$ cat config.mk
export PLATFORM = sky130hd
export DESIGN_NAME = gfx_cmd_queue
export DESIGN_NICKNAME = d
export VERILOG_FILES = /design/src/rtl/gfx_cmd_pkg.sv /design/src/rtl/cmd_fifo.sv /design/src/rtl/gfx_cmd_queue.sv
export SDC_FILE = /design/constraint.sdc
export NUM_CORES = 1
export LEC_CHECK = 0
export CAP_MARGIN = 10
export CORE_MARGIN = 2
export CORE_UTILIZATION = 50
export DETAILED_ROUTE_END_ITERATION = 10
export PLACE_DENSITY = 0.76
export SETUP_SLACK_MARGIN = 0.1
export SYNTH_ARGS = -nofsm -noshare
export SYNTH_HDL_FRONTEND = slang
export SYNTH_SLANG_ARGS = --single-unit
export TNS_END_PERCENT = 50
$ cat constraint.sdc
create_clock -name clk -period 4.1 [get_ports clk]
set_input_delay 0.82 -clock clk [delete_from_list [all_inputs] [get_ports clk]]
set_output_delay 0.82 -clock clk [all_outputs]
set_load 0.03 [all_outputs]
$ cat src/rtl/gfx_cmd_pkg.sv
// Shared opcode, field-position and FSM definitions for the graphics command queue.
package gfx_cmd_pkg;

    localparam int unsigned CMD_W      = 32;
    localparam int unsigned RSVD_LSB   = 27;
    localparam int unsigned OPCODE_LSB = 24;
    localparam int unsigned OP_W       = 3;
    localparam int unsigned DATA_W     = 24;
    localparam int unsigned ENTRY_W    = OP_W + DATA_W;

    typedef enum logic [OP_W-1:0] {
        OP_CLEAR      = 3'b000,
        OP_SET_START  = 3'b001,
        OP_SET_END    = 3'b010,
        OP_COLOR      = 3'b011,
        OP_MOVE_START = 3'b100,
        OP_MOVE_END   = 3'b101,
        OP_DRAW       = 3'b110,
        OP_FLIP       = 3'b111
    } gfx_op_t;

    typedef enum logic [1:0] {
        StIdle,
        StDispatch,
        StWait
    } gfx_state_t;

endpackage

$ cat src/rtl/cmd_fifo.sv
// Synchronous FIFO; a push and a pop in the same cycle are both honoured, even when full.
module cmd_fifo #(
    parameter int unsigned WIDTH = 27,
    parameter int unsigned DEPTH = 4
) (
    input  logic                       clk,
    input  logic                       nrst,
    input  logic                       push,
    input  logic                       pop,
    input  logic [WIDTH-1:0]           wdata,
    output logic [WIDTH-1:0]           rdata,
    output logic                       full,
    output logic                       empty,
    output logic [$clog2(DEPTH+1)-1:0] count
);

    localparam int unsigned PTR_W = $clog2(DEPTH);
    localparam int unsigned CNT_W = $clog2(DEPTH+1);

    logic [WIDTH-1:0] mem_q [DEPTH];
    logic [PTR_W-1:0] wr_ptr_q, rd_ptr_q;
    logic [CNT_W-1:0] count_q;

    assign rdata = mem_q[rd_ptr_q];
    assign full  = (count_q == CNT_W'(DEPTH));
    assign empty = (count_q == '0);
    assign count = count_q;

    always_ff @(posedge clk) begin
        if (push) begin
            mem_q[wr_ptr_q] <= wdata;
        end
    end

    // Pointers wrap naturally because DEPTH is a power of two.
    always_ff @(posedge clk) begin
        if (!nrst) begin
            wr_ptr_q <= '0;
            rd_ptr_q <= '0;
            count_q  <= '0;
        end else begin
            if (push) wr_ptr_q <= wr_ptr_q + 1'b1;
            if (pop)  rd_ptr_q <= rd_ptr_q + 1'b1;
            count_q <= count_q + CNT_W'(push) - CNT_W'(pop);
        end
    end

endmodule

$ cat src/rtl/gfx_cmd_queue.sv
// In-order graphics command queue: register ops update coordinates/colour, render ops
// are issued to the renderer only when it is not busy.
module gfx_cmd_queue
    import gfx_cmd_pkg::*;
#(
    parameter int unsigned X_W   = 9,
    parameter int unsigned Y_W   = 8,
    parameter int unsigned X_MAX = 319,
    parameter int unsigned Y_MAX = 239,
    parameter int unsigned DEPTH = 4
) (
    input  logic               clk,
    input  logic               nrst,
    input  logic               penable,
    input  logic [CMD_W-1:0]   command_bus,
    input  logic               render_busy,
    output logic [X_W+Y_W-1:0] start,
    output logic [X_W+Y_W-1:0] end1,
    output logic [23:0]        color,
    output logic [2:0]         op,
    output logic               received_op,
    output logic               flip_buffer,
    output logic               cmd_ready,
    output logic               overflow,
    output logic               cmd_err
);

    localparam int unsigned XY_W  = X_W + Y_W;
    localparam int unsigned CNT_W = $clog2(DEPTH+1);
    localparam logic [X_W-1:0] X_LIM = X_W'(X_MAX);
    localparam logic [Y_W-1:0] Y_LIM = Y_W'(Y_MAX);

    gfx_state_t         state_q;
    logic               penable_q;
    logic               accept, rsvd_bad, push, pop, full, empty, nonempty_next;
    logic [CNT_W-1:0]   count;
    logic [ENTRY_W-1:0] head;
    gfx_op_t            head_op;
    logic [DATA_W-1:0]  head_data;
    logic               head_is_render;

    assign accept    = penable && !penable_q;
    assign rsvd_bad  = |command_bus[CMD_W-1:RSVD_LSB];
    assign head_op   = gfx_op_t'(head[ENTRY_W-1:DATA_W]);
    assign head_data = head[DATA_W-1:0];
    assign head_is_render = (head_op == OP_CLEAR) || (head_op == OP_DRAW) || (head_op == OP_FLIP);

    assign pop  = (state_q != StIdle) && !empty && (!head_is_render || !render_busy);
    // A full FIFO still takes the new command when the head leaves in the same cycle.
    assign push = accept && !rsvd_bad && (!full || pop);
    assign nonempty_next = push || (count != CNT_W'(pop));
    assign cmd_ready = !full;

    cmd_fifo #(
        .WIDTH (ENTRY_W),
        .DEPTH (DEPTH)
    ) u_fifo (
        .clk   (clk),
        .nrst  (nrst),
        .push  (push),
        .pop   (pop),
        .wdata (command_bus[ENTRY_W-1:0]),
        .rdata (head),
        .full  (full),
        .empty (empty),
        .count (count)
    );

    logic [X_W-1:0] fld_x, set_x, mov_x;
    logic [Y_W-1:0] fld_y, set_y, mov_y;
    logic [XY_W-1:0] base;
    logic [X_W+1:0] sum_x;
    logic [Y_W+1:0] sum_y;

    // Two guard bits so base+delta never wraps before clamping (319+255 exceeds X_W+1 bits).
    always_comb begin
        fld_x = head_data[XY_W-1:Y_W];
        fld_y = head_data[Y_W-1:0];
        set_x = (fld_x > X_LIM) ? X_LIM : fld_x;
        set_y = (fld_y > Y_LIM) ? Y_LIM : fld_y;
        base  = (head_op == OP_MOVE_START) ? start : end1;
        sum_x = {2'b00, base[XY_W-1:Y_W]} + {{2{fld_x[X_W-1]}}, fld_x};
        sum_y = {2'b00, base[Y_W-1:0]} + {{2{fld_y[Y_W-1]}}, fld_y};
        if (sum_x[X_W+1])                  mov_x = '0;
        else if (sum_x[X_W:0] > {1'b0, X_LIM}) mov_x = X_LIM;
        else                               mov_x = sum_x[X_W-1:0];
        if (sum_y[Y_W+1])                  mov_y = '0;
        else if (sum_y[Y_W:0] > {1'b0, Y_LIM}) mov_y = Y_LIM;
        else                               mov_y = sum_y[Y_W-1:0];
    end

    always_ff @(posedge clk) begin
        if (!nrst) begin
            state_q     <= StIdle;
            penable_q   <= 1'b0;
            start       <= '0;
            end1        <= '0;
            color       <= '0;
            op          <= '0;
            received_op <= 1'b0;
            flip_buffer <= 1'b0;
            overflow    <= 1'b0;
            cmd_err     <= 1'b0;
        end else begin
            penable_q   <= penable;
            received_op <= 1'b0;
            flip_buffer <= 1'b0;
            cmd_err     <= accept && rsvd_bad;
            if (accept && !rsvd_bad && full && !pop) overflow <= 1'b1;

            if (pop) begin
                unique case (head_op)
                    OP_SET_START:  start <= {set_x, set_y};
                    OP_SET_END:    end1  <= {set_x, set_y};
                    OP_COLOR:      color <= head_data;
                    OP_MOVE_START: start <= {mov_x, mov_y};
                    OP_MOVE_END:   end1  <= {mov_x, mov_y};
                    default: begin
                        op          <= head_op;
                        received_op <= 1'b1;
                        flip_buffer <= (head_op == OP_FLIP);
                    end
                endcase
            end

            if (!nonempty_next)                 state_q <= StIdle;
            else if (!empty && !pop && head_is_render) state_q <= StWait;
            else                                state_q <= StDispatch;
        end
    end

endmodule

==> impl_metrics.json, run 1 <==
{
  "status": "finished, final reports clean",
  "routabilityCongestion": 0.950,
  "cp_common_cell": "nand2_1",
  "power_density_mw_per_mm2": 356,
  "grt_pass1_vias": 5905,
  "synth-edff-count": 108,
  "vias_per_cell": 5.88,
  "criticalPathCategory": "reg2reg",
  "ys_types": 66,
  "crit_arrival_ns": 4.20,
  "post_drt_wl_per_cell_um": 18.7,
  "synth_top_area_share_pct": 38.0,
  "finalCritPeriodShare_pct": 93.7,
  "grt_pass1_wl_um": 31500,
  "ys.warnings.count": 0,
  "cap_violations": 0,
  "drv_slew": 0,
  "worst-path-buf-inv": 1,
  "clock-sinks": 185,
  "insertion_delay_ns": 0.44,
  "p_seq_share_pct": 52.4,
  "finalSetupViolCount": 0,
  "vias": 6346,
  "vdd_ir_drop_max_v": 0.000329,
  "routed_wl_um": 20100,
  "swShare_pct": 20.2,
  "path_cells": "mux4_2, nand2b_1, or2_4, nand2_1, nand2_1, ha_1, inv_1, fa_1, nor2b_2, o2111a_2, o31a_1, or2_2, or4b_1, a21oi_1",
  "fmax_mhz": 260,
  "synthArstFlopShare_pct": 0,
  "finalHoldViolations": 0,
  "place.port_buffers": 101,
  "timing.slew.headroom_pct": 30.7,
  "syn_to_final_growth_pct": 23.2,
  "slowest_delay_ns": 0.55,
  "power.internal_mw": 2.99,
  "crit_family": "simple AND/OR/NAND/NOR gates",
  "drc": 0,
  "power_frac_comb_pct": 2.2,
  "post-cts-setup-buffers": 0,
  "drtAntennaViolNets": 0,
  "drive_gt1_share_pct": 12.7,
  "whs_ns": 0.433,
  "leakagePower_nw": 3.60,
  "nets": 911,
  "setup_tns_ns": 0,
  "netlist_area_mm2": 0.00855,
  "placed_cells": 1047,
  "cts_hold_repair.buffers": 0,
  "holdCritPathClass": "reg2reg",
  "syn_inst": 749,
  "fin_cells": 1080,
  "switchingPower_uw": 758,
  "synthTopCellsByArea": "edfxtp_1 38%, dfxtp_1 18%, mux4_2 7.1%",
  "drt_iter0_markers": 659,
  "dr.pass1.iters": 7,
  "die-area_mm2": 0.0182,
  "fin_crit_ns": 3.84,
  "worst_pin_slew_ns": 1.04,
  "dp_hpwl_um": 13600,
  "fin_skew_ns": 0.0176,
  "gr-usage-all-layers_pct": 22.7,
  "endpoint_kind": "register",
  "synth_seq_area_share_pct": 56.0,
  "synth-main-ff-cell": "edfxtp_1",
  "cts_resized": 0,
  "rows": 47,
  "cp_slowest_cell": "or4b_1",
  "coreArea_mm2": 0.0166,
  "cts_tree": "yes",
  "synthTopCellsByCount": "109 x nand2_1, 108 x edfxtp_1, 77 x dfxtp_1, 62 x a21oi_1, 42 x o21ai_0",
  "die_x_um": 135,
  "synth_nets": 813,
  "diodes": 0,
  "numCtsBuffers": 17,
  "synth_area_per_cell_um2": 11.4,
  "clock_path_buffers": 2,
  "synth_seq_cells": 185,
  "min-delay-start": "penable_q",
  "cp-start-kind": "register",
  "overflow": 0,
  "io_pins": 102,
  "synthMostInstantiatedCell": "nand2_1",
  "cp_data_required_time_ns": 4.46,
  "antenna_found_initial": 0,
  "die_y_um": 135,
  "htreeDepth": 4,
  "final_util_pct": 63.3,
  "clkTransAtPathRegs_ns": 0.07,
  "grt_max_degree": 36,
  "cp_max_fo": 13,
  "clockPowerShare_pct": 45.4,
  "start_util_pct": 51.3,
  "grt_setup_unrepaired": "no",
  "clk_root_buffer_cell": "clkbuf_16",
  "fillers": 1273,
  "yosys.area.top_type": "edfxtp_1"
}
[power by group through the flow]
stage | sequential [mW] | combinational (mW) | clock (mW)
final | 1.97 | 0.0824 | 1.70
after global routing | 1.96 | 0.0889 | 1.80
after CTS | 1.96 | 0.0819 | 1.74
after detailed placement | 2.01 | 0.0814 | 0
after global placement | 2.01 | 0.0801 | 0
after floorplan | 2.01 | 0.0242 | 0
[cell families after synthesis]
| logic type | synth area share, % |
|---|---|
| and+or+nand+nor | 12.8 |
| DFF | 56.0 |
| adders and majority gates | 4.36 |
| buffers and inverters | 3.59 |
| AOI/OAI and AO/OA | 14.0 |
| xor gates and xnor gates | 1.74 |
| muxes | 7.58 |
[stage by stage]
step / power [mW] / setup slack, ns / cell area, um^2
2_1_floorplan: 2.03 / 0.0868 / 8550
3_3_place_gp: 2.09 / 0.262 / 9850
3_5_place_dp: 2.09 / 0.207 / 9850
4_1_cts: 3.78 / 0.165 / 10500
5_1_grt: 3.85 / 0.0998 / 10500
6_report: 3.75 / 0.257 / 10500
[final cells by class]
cell class                 instances  area, um^2  area share, %
timing repair buffer             127        1290           12.2
clock buffer                      18         439           4.17
inverter                          17        63.8          0.606
tap                              220         275           2.61
multi-input combinational        499        3500           33.2
clock inverter                    14         181           1.72
sequential                       185        4790           45.5
[state kept, by name (all words and copies together), names as in the netlist, named ones only]
| register | cells |
|---|---|
| start | 17 |
| op | 3 |
| u_fifo.wr_ptr_q | 2 |
| end1 | 17 |
| overflow | 1 |
| cmd_err | 1 |
| received_op | 1 |
| state_q | 2 |
| u_fifo.rd_ptr_q | 2 |
| penable_q | 1 |
| flip_buffer | 1 |
| u_fifo.mem_q | 108 |
| color | 24 |
| u_fifo.count | 3 |
[worst register-to-register path: cells and delay by family, from the launching register on]
| family | cells | cell delay, ns |
|---|---|---|
| flops | 1 | 0.39 |
| compound gates | 3 | 0.76 |
| simple gates | 7 | 1.60 |
| fa+ha+maj | 2 | 0.42 |
| buf+inv | 1 | 0.08 |
| mux | 1 | 0.52 |
[cells in the final DEF, fill, tap and decap left out, types with 5 or more instances in the layout]
cell | Yosys | layout
a211oi_1 | 8 | 5
buf_12 | 0 | 5
o21ai_1 | 6 | 7
and2_1 | 16 | 16
nor3_1 | 19 | 19
xnor2_1 | 10 | 9
nor2_1 | 40 | 40
o22ai_1 | 8 | 8
inv_1 | 17 | 17
clkbuf_16 | 0 | 18
a21oi_1 | 62 | 62
edfxtp_1 | 108 | 108
dfxtp_1 | 77 | 76
nand2_1 | 109 | 109
nor4_1 | 6 | 6
buf_4 | 1 | 20
nand3_1 | 7 | 7
clkdlybuf4s50_1 | 0 | 101
a31oi_1 | 11 | 11
o211ai_1 | 13 | 13
a21o_1 | 5 | 5
o21ai_0 | 42 | 41
ha_1 | 25 | 25
xor2_1 | 7 | 7
o21a_1 | 6 | 6
mux4_2 | 27 | 27
o311ai_0 | 8 | 7
[routing by layer]
layer | vias up | track usage, % | share of wire (%) | routed length [um]
li1 | 2994 | - | - | -
met1 | 3057 | 31.3 | 44 | 8790
met2 | 270 | 36.8 | 47 | 9570
met3 | 25 | 5.14 | 7.7 | 1540
met4 | 0 | 5.56 | 1.2 | 248
met5 | - | 0 | 0 | 0
[path summary, 6_finish.rpt]
| check | end | slack (ns) | cells past startpoint |
|---|---|---|---|
| max | end1[14] | 0.26 | 14 |
| min | cmd_err | 0.43 | 1 |
| max reg2reg | end1[14] | 0.26 | 14 |
| min reg2reg | cmd_err | 0.43 | 1 |
Note: power is estimated with default switching activity, not from simulation.
==> run 2: changes to the inputs <==
Settings changed: CORE_MARGIN 2 to 4, CORE_UTILIZATION 50 to 51, PLACE_DENSITY 0.76 to 0.77, REMOVE_ABC_BUFFERS set to 1.
==> run 2 against run 1 <==
  * Register-to-register slack improved by 0.08 ns
  * Hold slack lost 0.0010 ns
  * First-iteration DRC count shrank 2.6%
  * Setup slack better by 0.077 ns
  * Flip-flop and latch count did not move
  * Via count grew 0.74%
  * Global-route usage down 0.52 points
  * Power is 3.8% lower
==> impl_metrics.json, run 2 (synthesis gave the netlist of run 1 again) <==
{
  "diodes": 0,
  "power_density_mw_per_mm2": 346,
  "die_x_um": 137,
  "coreArea_mm2": 0.0165,
  "routed.top_layer": "met4",
  "routabilityCongestion": 0.936,
  "switchingPower_uw": 786,
  "io_pins": 102,
  "routed_wl_um": 19800,
  "nets": 911,
  "cp-start-kind": "register",
  "met3_length_um": 1340,
  "swShare_pct": 21.8,
  "status": "finished, final reports clean",
  "timing.slew.headroom_pct": 39.6,
  "cp_data_required_time_ns": 4.46,
  "finalHoldViolations": 0,
  "clock_path_buffers": 2,
  "dp_hpwl_um": 13500,
  "slowest_delay_ns": 0.54,
  "wl_met1_um": 8450,
  "crit_arrival_ns": 4.13,
  "criticalPathCategory": "reg2reg",
  "fin_skew_ns": 0.0111,
  "start_util_pct": 51.7,
  "fin_crit_ns": 3.77,
  "gr-usage-all-layers_pct": 22.2,
  "die_y_um": 137,
  "placed_cells": 1046,
  "final_cell_mix": "109 x nand2_1, 108 x edfxtp_1, 101 x clkdlybuf4s50_1, 76 x dfxtp_1, 61 x a21oi_1",
  "insertion_delay_ns": 0.44,
  "endpoint_kind": "register",
  "post_drt_wl_per_cell_um": 18.4,
  "drtAntennaViolNets": 0,
  "syn_to_final_growth_pct": 21.9,
  "vias": 6393,
  "whs_ns": 0.432,
  "cts_hold_repair.buffers": 0,
  "largest_register_ff_count": 108,
  "vdd_ir_drop_max_v": 0.000362,
  "clock-sinks": 185,
  "r2r_cells": 13,
  "cts_tree": "yes",
  "drv_slew": 0,
  "layout_commonest_cell": "nand2_1",
  "r2r-end": "end1[14]",
  "overflow": 0,
  "min_path_cells": 1,
  "power_frac_comb_pct": 2.3,
  "cp_common_cell": "nand2_1",
  "final_util_pct": 63.0,
  "wl_met2_um": 9610,
  "setup_tns_ns": 0,
  "clkTransAtPathRegs_ns": 0.07,
  "grt_pass1_wl_um": 32100,
  "leakagePower_nw": 3.56,
  "power.internal_mw": 2.82,
  "dr.pass1.iters": 5,
  "clockPowerShare_pct": 43.2,
  "path_cells": "mux4_2, buf_4, nor2_2, buf_12, nand2_1, nand2_1, ha_1, nor2b_2, o2111a_1, o31a_1, or2_2, or4b_1, a21oi_1",
  "total_power_mw": 3.61,
  "cap_violations": 0,
  "cp_slowest_cell": "or4b_1",
  "clk_root_buffer_cell": "clkbuf_16",
  "fmax_mhz": 266,
  "rows": 47,
  "antenna_found_initial": 0,
  "design_area_mm2": 0.0104,
  "cp_max_fo": 34,
  "post-place-ws_ns": 0.151,
  "reg2reg_setup_slack_ns": 0.33,
  "finalCritPeriodShare_pct": 91.9,
  "p_seq_share_pct": 54.5,
  "htreeDepth": 4,
  "drive_gt1_share_pct": 12.2,
  "finalSetupViolCount": 0,
  "fin_cells": 1080,
  "grt_setup_unrepaired": "no",
  "grt_pass1_vias": 6152,
  "critPathCapture": "end1[14]",
  "place_area_mm2": 0.00981,
  "place.port_buffers": 101,
  "reg.largest.list": "u_fifo.mem_q (108), color (24)",
  "die-area_mm2": 0.0189,
  "regMostFlops": "u_fifo.mem_q",
  "drt_iter0_markers": 642,
  "grt_max_degree": 35,
  "holdCritPathClass": "reg2reg",
  "numCtsBuffers": 17,
  "fin_ws_ns": 0.334,
  "worst_pin_slew_ns": 0.907,
  "vias_per_cell": 5.92,
  "drc": 0
}
==> run 2: final cells by class <==
type | instances | area, um^2
clock buffers | 18 | 439
multi-input cells | 499 | 3470
inverters | 17 | 63.8
clock inverters | 14 | 138
fillers | 1242 | 6110
well taps | 220 | 275
repair buffers | 127 | 1240
flip-flops and latches | 185 | 4790
==> run 2: worst min path at each step <==
stage                 to  slack (ns)       from
6_report         cmd_err        0.43  penable_q
5_1_grt        color[10]        0.47  color[10]
4_1_cts          cmd_err        0.43  penable_q
3_5_place_dp     cmd_err        0.41  penable_q
3_3_place_gp     cmd_err        0.42  penable_q
2_1_floorplan    cmd_err        0.40  penable_q
==> run 2: power by group through the flow <==
stage          combinational [mW]  sequential, mW  clock (mW)
3_5_place_dp               0.0825            2.01           0
6_report                   0.0830            1.96        1.56
4_1_cts                    0.0829            1.96        1.59
2_1_floorplan              0.0189            2.01           0
5_1_grt                    0.0896            1.96        1.67
3_3_place_gp               0.0800            2.01           0
==> run 2: critical path: cells and delay by family, from the launching register on <==
family                   cells  cell delay, ns
AO/OA/AOI/OAI                3            0.73
adder cells (fa/ha/maj)      1            0.27
buffers and inverters        2            0.41
flip-flops                   1            0.38
multiplexers                 1            0.52
AND/OR/NAND/NOR              6            1.38
==> run 2: repair_timing <==
item                       4_1_cts  5_1_grt
buffers inserted                 0        2
setup endpoints to repair        2       27
gates resized for setup          1        6
pin swaps                        0        1
==> run 2: metal layers <==
layer / track usage, % / up-vias
met5: 0 / -
met2: 36.0 / 260
met1: 29.6 / 3103
met3: 5.26 / 43
met4: 7.10 / 0
li1: - / 2987
